### config.mk
export PLATFORM = sky130hd
export DESIGN_NAME = mem_port_arbiter_flat
export DESIGN_NICKNAME = d
export VERILOG_FILES = /design/src/rtl/mem_port_arbiter_pkg.sv /design/src/rtl/mem_port_arbiter_if.sv /design/src/rtl/mem_port_arbiter.sv /design/src/flat_wrapper.sv
export SDC_FILE = /design/constraint.sdc
export NUM_CORES = 1
export LEC_CHECK = 0
export CORE_MARGIN = 2
export CORE_UTILIZATION = 36
export DETAILED_ROUTE_END_ITERATION = 12
export GPL_ROUTABILITY_DRIVEN = 0
export PLACE_DENSITY = 0.87
export SYNTH_ARGS = -nofsm -noshare
export SYNTH_HDL_FRONTEND = slang
export SYNTH_SLANG_ARGS = --single-unit
export TNS_END_PERCENT = 20
### constraint.sdc
create_clock -name clk -period 1.85 [get_ports clk]
set_clock_uncertainty 0.2 [all_clocks]
set_input_delay 0.185 -clock clk [delete_from_list [all_inputs] [get_ports clk]]
set_output_delay 0.185 -clock clk [all_outputs]
set_load 0.02 [all_outputs]
### src/rtl/mem_port_arbiter_pkg.sv
// Shared encodings and default widths for the CPU / loader memory port arbiter.
package mem_arb_pkg;

    localparam int DATA_WIDTH_DEF = 32;
    localparam int ADDR_WIDTH_DEF = 9;

    localparam logic [1:0] IDLE   = 2'd0;
    localparam logic [1:0] ACCESS = 2'd1;
    localparam logic [1:0] RESP   = 2'd2;

    typedef enum logic [1:0] {
        ST_IDLE   = IDLE,
        ST_ACCESS = ACCESS,
        ST_RESP   = RESP
    } state_e;

    typedef enum logic [1:0] {
        GNT_NONE = 2'd0,
        GNT_CPU  = 2'd1,
        GNT_LDR  = 2'd2
    } grant_e;

    localparam logic [3:0] WAIT_SAT = 4'd15;

    function automatic logic [3:0] sat_inc(input logic [3:0] v);
        return (v == WAIT_SAT) ? v : v + 4'd1;
    endfunction

endpackage

### src/rtl/mem_port_arbiter_if.sv
// Requester, RAM-side and status signals of the memory port arbiter.
// slave = arbiter view, master = environment (requesters + RAM) view.
interface mem_port_arbiter_if #(
    parameter int DATA_WIDTH = mem_arb_pkg::DATA_WIDTH_DEF,
    parameter int ADDR_WIDTH = mem_arb_pkg::ADDR_WIDTH_DEF
);
    logic                  cpu_req;
    logic                  cpu_we;
    logic [ADDR_WIDTH-1:0] cpu_addr;
    logic [DATA_WIDTH-1:0] cpu_wdata;
    logic                  cpu_ack;
    logic [DATA_WIDTH-1:0] cpu_rdata;

    logic                  ldr_req;
    logic                  ldr_we;
    logic [ADDR_WIDTH-1:0] ldr_addr;
    logic [DATA_WIDTH-1:0] ldr_wdata;
    logic                  ldr_ack;
    logic [DATA_WIDTH-1:0] ldr_rdata;

    logic                  mem_en;
    logic                  mem_we;
    logic [ADDR_WIDTH-1:0] mem_addr;
    logic [DATA_WIDTH-1:0] mem_wdata;
    logic [DATA_WIDTH-1:0] mem_rdata;

    logic                  busy;

    modport slave (
        input  cpu_req, cpu_we, cpu_addr, cpu_wdata,
        input  ldr_req, ldr_we, ldr_addr, ldr_wdata,
        input  mem_rdata,
        output cpu_ack, cpu_rdata, ldr_ack, ldr_rdata,
        output mem_en, mem_we, mem_addr, mem_wdata, busy
    );

    modport master (
        output cpu_req, cpu_we, cpu_addr, cpu_wdata,
        output ldr_req, ldr_we, ldr_addr, ldr_wdata,
        output mem_rdata,
        input  cpu_ack, cpu_rdata, ldr_ack, ldr_rdata,
        input  mem_en, mem_we, mem_addr, mem_wdata, busy
    );

endinterface

### src/rtl/mem_port_arbiter.sv
// Single-port RAM arbiter: CPU has fixed priority over the loader; each access is IDLE -> ACCESS -> RESP.
// Optional loader aging guard enabled by defining MEM_PORT_ARBITER_AGING_EN.
//
// state  | meaning
// IDLE   | arbitrate current requests, latch winner's operands
// ACCESS | drive RAM enable/strobe from latched operands
// RESP   | pulse winner's ack, return read data
module mem_port_arbiter
    import mem_arb_pkg::*;
#(
    parameter int DATA_WIDTH = DATA_WIDTH_DEF,
    parameter int ADDR_WIDTH = ADDR_WIDTH_DEF,
    parameter int MAX_WAIT   = 4
) (
    input  logic              clk,
    input  logic              reset_n,
    mem_port_arbiter_if.slave bus
);

    if (MAX_WAIT < 1 || MAX_WAIT > 15) begin : g_max_wait_range
        $error("mem_port_arbiter: MAX_WAIT must be within 1..15");
    end

    state_e                state_q, state_d;
    grant_e                gnt_q, gnt_d;
    logic                  we_q, we_d;
    logic [ADDR_WIDTH-1:0] addr_q, addr_d;
    logic [DATA_WIDTH-1:0] wdata_q, wdata_d;
    logic                  ldr_wins;
    logic                  in_access;
    logic                  in_resp;

`ifdef MEM_PORT_ARBITER_AGING_EN
    localparam logic [3:0] MAX_WAIT_C = 4'(MAX_WAIT);
    logic [3:0] wait_q, wait_d;

    // Loader is forced through once it has lost MAX_WAIT arbitrations in a row.
    assign ldr_wins = bus.ldr_req && (!bus.cpu_req || (wait_q >= MAX_WAIT_C));

    always_comb begin
        wait_d = wait_q;
        if (state_q == ST_IDLE) begin
            if (!bus.ldr_req || ldr_wins) begin
                wait_d = '0;
            end else begin
                wait_d = sat_inc(wait_q);
            end
        end
    end

    always_ff @(posedge clk or negedge reset_n) begin
        if (!reset_n) begin
            wait_q <= '0;
        end else begin
            wait_q <= wait_d;
        end
    end
`else
    assign ldr_wins = bus.ldr_req && !bus.cpu_req;
`endif

    always_ff @(posedge clk or negedge reset_n) begin
        if (!reset_n) begin
            state_q <= ST_IDLE;
            gnt_q   <= GNT_NONE;
            we_q    <= 1'b0;
            addr_q  <= '0;
            wdata_q <= '0;
        end else begin
            state_q <= state_d;
            gnt_q   <= gnt_d;
            we_q    <= we_d;
            addr_q  <= addr_d;
            wdata_q <= wdata_d;
        end
    end

    always_comb begin
        state_d = state_q;
        gnt_d   = gnt_q;
        we_d    = we_q;
        addr_d  = addr_q;
        wdata_d = wdata_q;
        case (state_q)
            ST_IDLE: begin
                gnt_d = GNT_NONE;
                if (ldr_wins) begin
                    gnt_d   = GNT_LDR;
                    we_d    = bus.ldr_we;
                    addr_d  = bus.ldr_addr;
                    wdata_d = bus.ldr_wdata;
                    state_d = ST_ACCESS;
                end else if (bus.cpu_req) begin
                    gnt_d   = GNT_CPU;
                    we_d    = bus.cpu_we;
                    addr_d  = bus.cpu_addr;
                    wdata_d = bus.cpu_wdata;
                    state_d = ST_ACCESS;
                end
            end
            ST_ACCESS: state_d = ST_RESP;
            ST_RESP: begin
                gnt_d   = GNT_NONE;
                state_d = ST_IDLE;
            end
            default: begin
                gnt_d   = GNT_NONE;
                state_d = ST_IDLE;
            end
        endcase
    end

    // Outputs decode straight from the registered state so reset clears them immediately.
    assign in_access     = (state_q == ST_ACCESS);
    assign in_resp       = (state_q == ST_RESP);
    assign bus.mem_en    = in_access;
    assign bus.mem_we    = in_access && we_q;
    assign bus.mem_addr  = in_access ? addr_q : '0;
    assign bus.mem_wdata = in_access ? wdata_q : '0;
    assign bus.cpu_ack   = in_resp && (gnt_q == GNT_CPU);
    assign bus.ldr_ack   = in_resp && (gnt_q == GNT_LDR);
    assign bus.cpu_rdata = (bus.cpu_ack && !we_q) ? bus.mem_rdata : '0;
    assign bus.ldr_rdata = (bus.ldr_ack && !we_q) ? bus.mem_rdata : '0;
    assign bus.busy      = (state_q != ST_IDLE);

endmodule

### src/flat_wrapper.sv
// flat-port wrapper written by rule: the top's interface ports become plain ports
module mem_port_arbiter_flat import mem_arb_pkg::*;
#(
    parameter int DATA_WIDTH = DATA_WIDTH_DEF,
    parameter int ADDR_WIDTH = ADDR_WIDTH_DEF,
    parameter int MAX_WAIT   = 4
)
  (clk, reset_n, bus_cpu_req, bus_cpu_we, bus_cpu_addr, bus_cpu_wdata, bus_ldr_req, bus_ldr_we, bus_ldr_addr, bus_ldr_wdata, bus_mem_rdata, bus_cpu_ack, bus_cpu_rdata, bus_ldr_ack, bus_ldr_rdata, bus_mem_en, bus_mem_we, bus_mem_addr, bus_mem_wdata, bus_busy);
  mem_port_arbiter_if #(.DATA_WIDTH(DATA_WIDTH), .ADDR_WIDTH(ADDR_WIDTH)) bus_i ();
  input  logic clk;
  input  logic reset_n;
  input wire logic [$bits(bus_i.cpu_req)-1:0] bus_cpu_req;
  input wire logic [$bits(bus_i.cpu_we)-1:0] bus_cpu_we;
  input wire logic [$bits(bus_i.cpu_addr)-1:0] bus_cpu_addr;
  input wire logic [$bits(bus_i.cpu_wdata)-1:0] bus_cpu_wdata;
  input wire logic [$bits(bus_i.ldr_req)-1:0] bus_ldr_req;
  input wire logic [$bits(bus_i.ldr_we)-1:0] bus_ldr_we;
  input wire logic [$bits(bus_i.ldr_addr)-1:0] bus_ldr_addr;
  input wire logic [$bits(bus_i.ldr_wdata)-1:0] bus_ldr_wdata;
  input wire logic [$bits(bus_i.mem_rdata)-1:0] bus_mem_rdata;
  output wire logic [$bits(bus_i.cpu_ack)-1:0] bus_cpu_ack;
  output wire logic [$bits(bus_i.cpu_rdata)-1:0] bus_cpu_rdata;
  output wire logic [$bits(bus_i.ldr_ack)-1:0] bus_ldr_ack;
  output wire logic [$bits(bus_i.ldr_rdata)-1:0] bus_ldr_rdata;
  output wire logic [$bits(bus_i.mem_en)-1:0] bus_mem_en;
  output wire logic [$bits(bus_i.mem_we)-1:0] bus_mem_we;
  output wire logic [$bits(bus_i.mem_addr)-1:0] bus_mem_addr;
  output wire logic [$bits(bus_i.mem_wdata)-1:0] bus_mem_wdata;
  output wire logic [$bits(bus_i.busy)-1:0] bus_busy;
  assign bus_i.cpu_req = bus_cpu_req;
  assign bus_i.cpu_we = bus_cpu_we;
  assign bus_i.cpu_addr = bus_cpu_addr;
  assign bus_i.cpu_wdata = bus_cpu_wdata;
  assign bus_i.ldr_req = bus_ldr_req;
  assign bus_i.ldr_we = bus_ldr_we;
  assign bus_i.ldr_addr = bus_ldr_addr;
  assign bus_i.ldr_wdata = bus_ldr_wdata;
  assign bus_i.mem_rdata = bus_mem_rdata;
  assign bus_cpu_ack = bus_i.cpu_ack;
  assign bus_cpu_rdata = bus_i.cpu_rdata;
  assign bus_ldr_ack = bus_i.ldr_ack;
  assign bus_ldr_rdata = bus_i.ldr_rdata;
  assign bus_mem_en = bus_i.mem_en;
  assign bus_mem_we = bus_i.mem_we;
  assign bus_mem_addr = bus_i.mem_addr;
  assign bus_mem_wdata = bus_i.mem_wdata;
  assign bus_busy = bus_i.busy;
  mem_port_arbiter #(.DATA_WIDTH(DATA_WIDTH), .ADDR_WIDTH(ADDR_WIDTH), .MAX_WAIT(MAX_WAIT)) u_core (.clk(clk), .reset_n(reset_n), .bus(bus_i));
endmodule
==> results of run 1 <==
-- worst max path at each step --
stage                           start           endpoint  cells past startpoint
floorplan           u_core.state_q[0]    bus_mem_addr[0]                      3
global placement    u_core.state_q[0]  bus_cpu_rdata[14]                      5
detailed placement  u_core.state_q[0]  bus_cpu_rdata[14]                      5
CTS                 u_core.state_q[0]  bus_mem_wdata[11]                      5
global route        u_core.state_q[0]  bus_mem_wdata[22]                      5
finish              u_core.state_q[0]  bus_cpu_rdata[26]                      5
-- where the power goes --
group	internal, µW	switching (µW)	leakage, µW
logic	2180	1620	0.00221
registers	1520	296	0.000539
clock network	403	338	0.0000514
-- state kept, by name, indices dropped and copies added, names as in the netlist --
name            count
u_core.wdata_q     32
u_core.gnt_q        2
u_core.state_q      2
u_core.we_q         1
u_core.addr_q       9
-- layout by cell type (no fill, tap or decap) --
cell,n
diode_2,1
nor3_4,1
mux2i_1,1
clkdlybuf4s50_1,118
nor2_8,1
mux2_2,5
clkinvlp_4,1
buf_6,5
clkbuf_8,5
nand2b_4,2
mux2_4,79
buf_2,31
nor2b_1,1
buf_12,4
buf_4,54
nor3_2,1
o21ai_0,1
clkbuf_2,6
nor2b_2,1
dfrtp_2,1
dlygate4sd3_1,2
and2_1,106
nand2_1,1
nor2_1,4
or2_4,1
clkdlybuf4s15_2,36
clkbuf_1,1
nand2b_1,2
dfrtp_1,45
bufinv_16,1
-- cell type report --
class	count	area share, %
Antenna cell	1	0.0432
Clock buffer	6	1.25
Clock inverter	2	0.649
Multi-Input combinational cell	207	35.4
Sequential cell	46	19.9
Tap cell	111	2.40
Timing Repair Buffer	256	40.3
-- cells in the mapped netlist --
cell type,n
clkbuf_1,10
nor2b_1,2
mux2_4,78
nor2_8,1
nand2_1,1
or2_4,1
nand2b_4,1
o21ai_0,1
nor2_1,4
nor3_2,2
buf_6,9
and2_1,106
mux2i_1,1
nand2b_1,3
dfrtp_1,46
mux2_2,6
-- worst reg2reg max path, stage by stage (launching register included) --
cell and delay (ns):
dfrtp_2 0.45, buf_6 0.13, or2_4 0.26, nor2_8 0.13, buf_12 0.20, mux2_2 0.36
-- logic make-up after synthesis --
group           Yosys count  share of synthesized area, %
simple gates            121                          23.4
mux                      85                          37.6
flops                    46                          34.7
buf+inv                  19                          4.18
compound gates            1                         0.151
-- through the flow --
| step | area, µm² | hold WS, ns | utilization, % |
|---|---|---|---|
| 5_1_grt | 5790 | 0.245 | 63.5 |
| 2_1_floorplan | 3320 | -0.311 | - |
| 6_report | 5790 | 0.229 | 63.5 |
| 4_1_cts | 5900 | 0.209 | 64.7 |
| 3_3_place_gp | 5850 | -0.216 | 64.2 |
| 3_5_place_dp | 5850 | -0.213 | 64.2 |
-- timing repair --
item                                    in CTS  in global routing
hold buffers                                 2                  0
endpoints found under the setup margin     123                149
endpoints found under the hold margin       46                  0
resized for setup                          384                 61
pin swaps                                    2                  0
-- layer usage --
metal | global-route usage [%] | wire (µm)
met4 | 6.11 | 244
met3 | 5.64 | 904
met1 | 20.2 | 3460
met2 | 37.0 | 5150
met5 | 0 | 0
==> results_dict.tcl, run 1 <==
set metrics [dict create \
    critPathBufInv 2 \
    htreeDepth 2 \
    core_um2 9110 \
    slowest_delay_ns 0.39 \
    synth_top_area_share_pct 35.3 \
    nNetsFinal 636 \
    avgSynthCellArea_um2 12.2 \
    hold_viol_final 0 \
    grt_usage_pct 19.3 \
    min_path_type "in2async" \
    cap_viol_max_count 0 \
    pin_count 230 \
    multi_input_area_um2 2050 \
    drc_errors 0 \
    fin_ws_ns -0.173 \
    synth-seq-cells 46 \
    slew_headroom_pct 77.1 \
    path_cells "nand2b_4, nor3_2, buf_4, and2_1, clkdlybuf4s15_2" \
    rsz0062_at_grt "true" \
    clk_pin_slew_worst_paths_ns 0.09 \
    synth.distinct_cells 16 \
    drt-vias-per-instance 4.60 \
    syn_to_final_growth_pct 74.3 \
    p_total_uw 6360 \
    instances_no_fill 629 \
    startpoint_type "register" \
    place_inst 618 \
    synth.area.top_cells "mux2_4 35%, dfrtp_1 35%, and2_1 20%" \
    antenna_found_initial 1 \
    dieArea_um2 10000 \
    slowest_stage "dfrtp_1" \
    cts_tree "built" \
    cts_sinks 46 \
    grt_pass1_wl_um 15300 \
    crit_family "simple AND/OR/NAND/NOR gates" \
    die_width_um 100 \
    insertion_delay_ns 0.29 \
    cts_buffers 5 \
    dpl.hpwl_um 8070 \
    synth_area_um2 3320 \
    overflow 0 \
    chipHeight_um 100 \
    drt_iter0_drc 45 \
    max-clock-path-buffers 2 \
    reg2regPathDepth 5 \
    endpoint_kind "output pin" \
    report.final.slew_viol_count 0 \
    grt_start_max_net_pins 24 \
    nFillCells 778 \
    syn-num-nets 392 \
    leakagePower_uw 0.00280 \
    peakVddDrop_mv 0.568 \
    place_ws_ns -0.266 \
    synth.yosys.seq_area_share_pct 34.7 \
    synth_warnings 0 \
    seqCellArea_um2 1150 \
    cp.required_ns 1.46 \
    clock-root-buffer "clkbuf_8" \
    netlist_instances 272 \
    fp-row-count 35 \
    p_per_area_nw_per_um2 1100 \
    crit_arrival_ns 1.64 \
    worstSetupPathType "reg2out" \
    violations "setup timing" \
    fin_crit_sh_pct 109 \
    io_buffers 229 \
    start_util_pct 36.4 \
    fmax_mhz 494 \
    wl_per_cell_um 15.5 \
    setup_violations 96 \
    setup-tns-final_ns -6.63 \
    cts_setup_buffers 0 \
    path_max_fanout 15 \
    grt_pass1_vias 3053 \
    worstMarginPinSlew_ns 0.342 \
    outcome "finished with violations" \
    drive_gt1_share_pct 45.5 \
    r2r-start "u_core.state_q[1]" \
    firstDrtPassIters 4 \
    r2r_setup_slack_ns 0.02 \
    ant_nets 0 \
    post-route-min-period_ns 2.02 \
    vias 2893 \
    synth.largest_area_cell "mux2_4" \
    drt_wl_total_um 9750 \
    timing.rr.end "u_core.wdata_q[1]" \
]
Note: power is estimated with default switching activity, not from simulation.
==> inputs of run 2 (changes only) <==
- ABC_CLOCK_PERIOD_IN_PS: not set -> 1850
==> results of run 2 <==
No change in the layout: final DEF, timing and power equal those of run 1.
==> inputs of run 3 (changes only) <==
- SKIP_CTS_REPAIR_TIMING: not set -> 1
==> results_dict.tcl, run 3 (synthesis gave the netlist of run 1 again) <==
set metrics [dict create \
    dpl.hpwl_um 8070 \
    setup_violations 105 \
    path_cells "nand2b_2, nor3_2, buf_4, and2_1, dlymetal6s2s_1" \
    slowest_delay_ns 0.38 \
    endpoint_kind "output pin" \
    cts_tree "built" \
    antenna_found_initial 2 \
    violations "setup timing" \
    largest_register_ffs 32 \
    largest_register "u_core.wdata_q" \
    leakagePower_uw 0.00308 \
    path_max_fanout 15 \
    chipHeight_um 100 \
    cts_sinks 46 \
    drc_errors 0 \
    grt_pass1_vias 3022 \
    ant_nets 0 \
    crit_arrival_ns 1.68 \
    firstDrtPassIters 4 \
    htreeDepth 2 \
    max-clock-path-buffers 2 \
    fp-row-count 35 \
    outcome "finished with violations" \
    fin_crit_sh_pct 111 \
    insertion_delay_ns 0.29 \
    nNetsFinal 638 \
    grt_start_max_net_pins 24 \
    clk_pin_slew_worst_paths_ns 0.09 \
    drive_gt1_share_pct 42.4 \
    layout_common_cells "118 x clkdlybuf4s50_1, 106 x and2_1, 80 x mux2_4" \
    report.final.slew_viol_count 0 \
    overflow 0 \
    dieArea_um2 10000 \
    slew_headroom_pct 77.2 \
    drt_wl_total_um 9890 \
    startpoint_type "register" \
    grt_usage_pct 18.9 \
    mostFrequentLayoutCell "clkdlybuf4s50_1" \
    cp.required_ns 1.46 \
    clock-root-buffer "clkbuf_8" \
    fmax_mhz 485 \
    start_util_pct 36.4 \
    p_per_area_nw_per_um2 1100 \
    cap_viol_max_count 0 \
    worstMarginPinSlew_ns 0.341 \
    core_um2 9110 \
    worstSetupPathType "reg2out" \
    pin_count 230 \
    peakVddDrop_mv 0.559 \
    top_regs "u_core.wdata_q: 32 flops, u_core.addr_q: 9 flops" \
    rsz0062_at_grt "true" \
    hold_viol_final 0 \
    wl_per_cell_um 15.6 \
    syn_to_final_growth_pct 72.1 \
    min_path_type "in2async" \
    io_buffers 229 \
    vias 2908 \
    post-route-min-period_ns 2.06 \
    fin_ws_ns -0.213 \
    die_width_um 100 \
    nFillCells 763 \
    place_ws_ns -0.266 \
    setup-tns-final_ns -8.58 \
    drt-vias-per-instance 4.60 \
    slowest_stage "dfrtp_1" \
    drt_iter0_drc 52 \
    cts_buffers 5 \
    grt_pass1_wl_um 15000 \
]
-- run 3: cell count changes in the layout (fill, tap and decap cells not counted), moves of 3 or more --
cell / change
buf_2: -30
buf_4: -6
buf_6: +3
clkbuf_2: +54
clkdlybuf4s15_2: -36
dlymetal6s2s_1: +18
-- run 3: final cells by class --
class | instances | area (µm²) | share of cell area, %
Timing Repair Buffer | 258 | 2250 | 39.4
Multi-Input combinational cell | 207 | 2060 | 36.0
Sequential cell | 46 | 1150 | 20.1
Tap cell | 111 | 139 | 2.43
Clock buffer | 6 | 72.6 | 1.27
Clock inverter | 2 | 37.5 | 0.657
Antenna cell | 2 | 5.00 | 0.0876
-- run 3: worst paths after layout --
check,cells past startpoint,from,slack (ns),endpoint
hold / removal,2,reset_n,0.02,u_core.wdata_q[16]
setup / recovery,5,u_core.state_q[0],-0.21,bus_cpu_rdata[26]
setup reg to reg,5,u_core.state_q[1],0.02,u_core.wdata_q[0]
min in group clk,1,u_core.addr_q[6],0.31,u_core.addr_q[6]
hold reg to reg,1,u_core.addr_q[6],0.31,u_core.addr_q[6]
max in group asynchronous,3,reset_n,0.94,u_core.addr_q[1]
-- run 3: per-layer routing --
layer | global-route usage (%) | wire [µm] | up-vias
met1 | 19.8 | 3520 | 1348
met5 | 0 | 0 | -
li1 | - | - | 1385
met2 | 35.9 | 5270 | 154
met3 | 5.36 | 845 | 21
met4 | 6.95 | 248 | 0
-- run 3: critical path, delay by kind of cell (launching register included) --
kind                   cells  cell delay (ns)
buffers and inverters      2             0.43
and+or+nand+nor            3             0.58
DFF                        1             0.38
-- run 3: stage by stage --
step | hold WS, ns | instance area, µm² | total power (µW) | cells | util (%)
floorplan | -0.311 | 3320 | 4160 | 272 | -
global placement | -0.216 | 5850 | 5750 | 618 | 64.2
detailed placement | -0.213 | 5850 | 5840 | 618 | 64.2
CTS | -0.540 | 5960 | 6620 | 626 | 65.4
global route | 0.00933 | 5710 | 6690 | 632 | 62.7
finish | 0.0212 | 5710 | 6290 | 632 | 62.7
-- run 3: report_power, final --
part	leakage [µW]	switching (µW)	internal [µW]	total (µW)
combinational	0.00249	1620	2110	3730
sequential	0.000541	298	1520	1820
clock	0.0000514	339	403	742
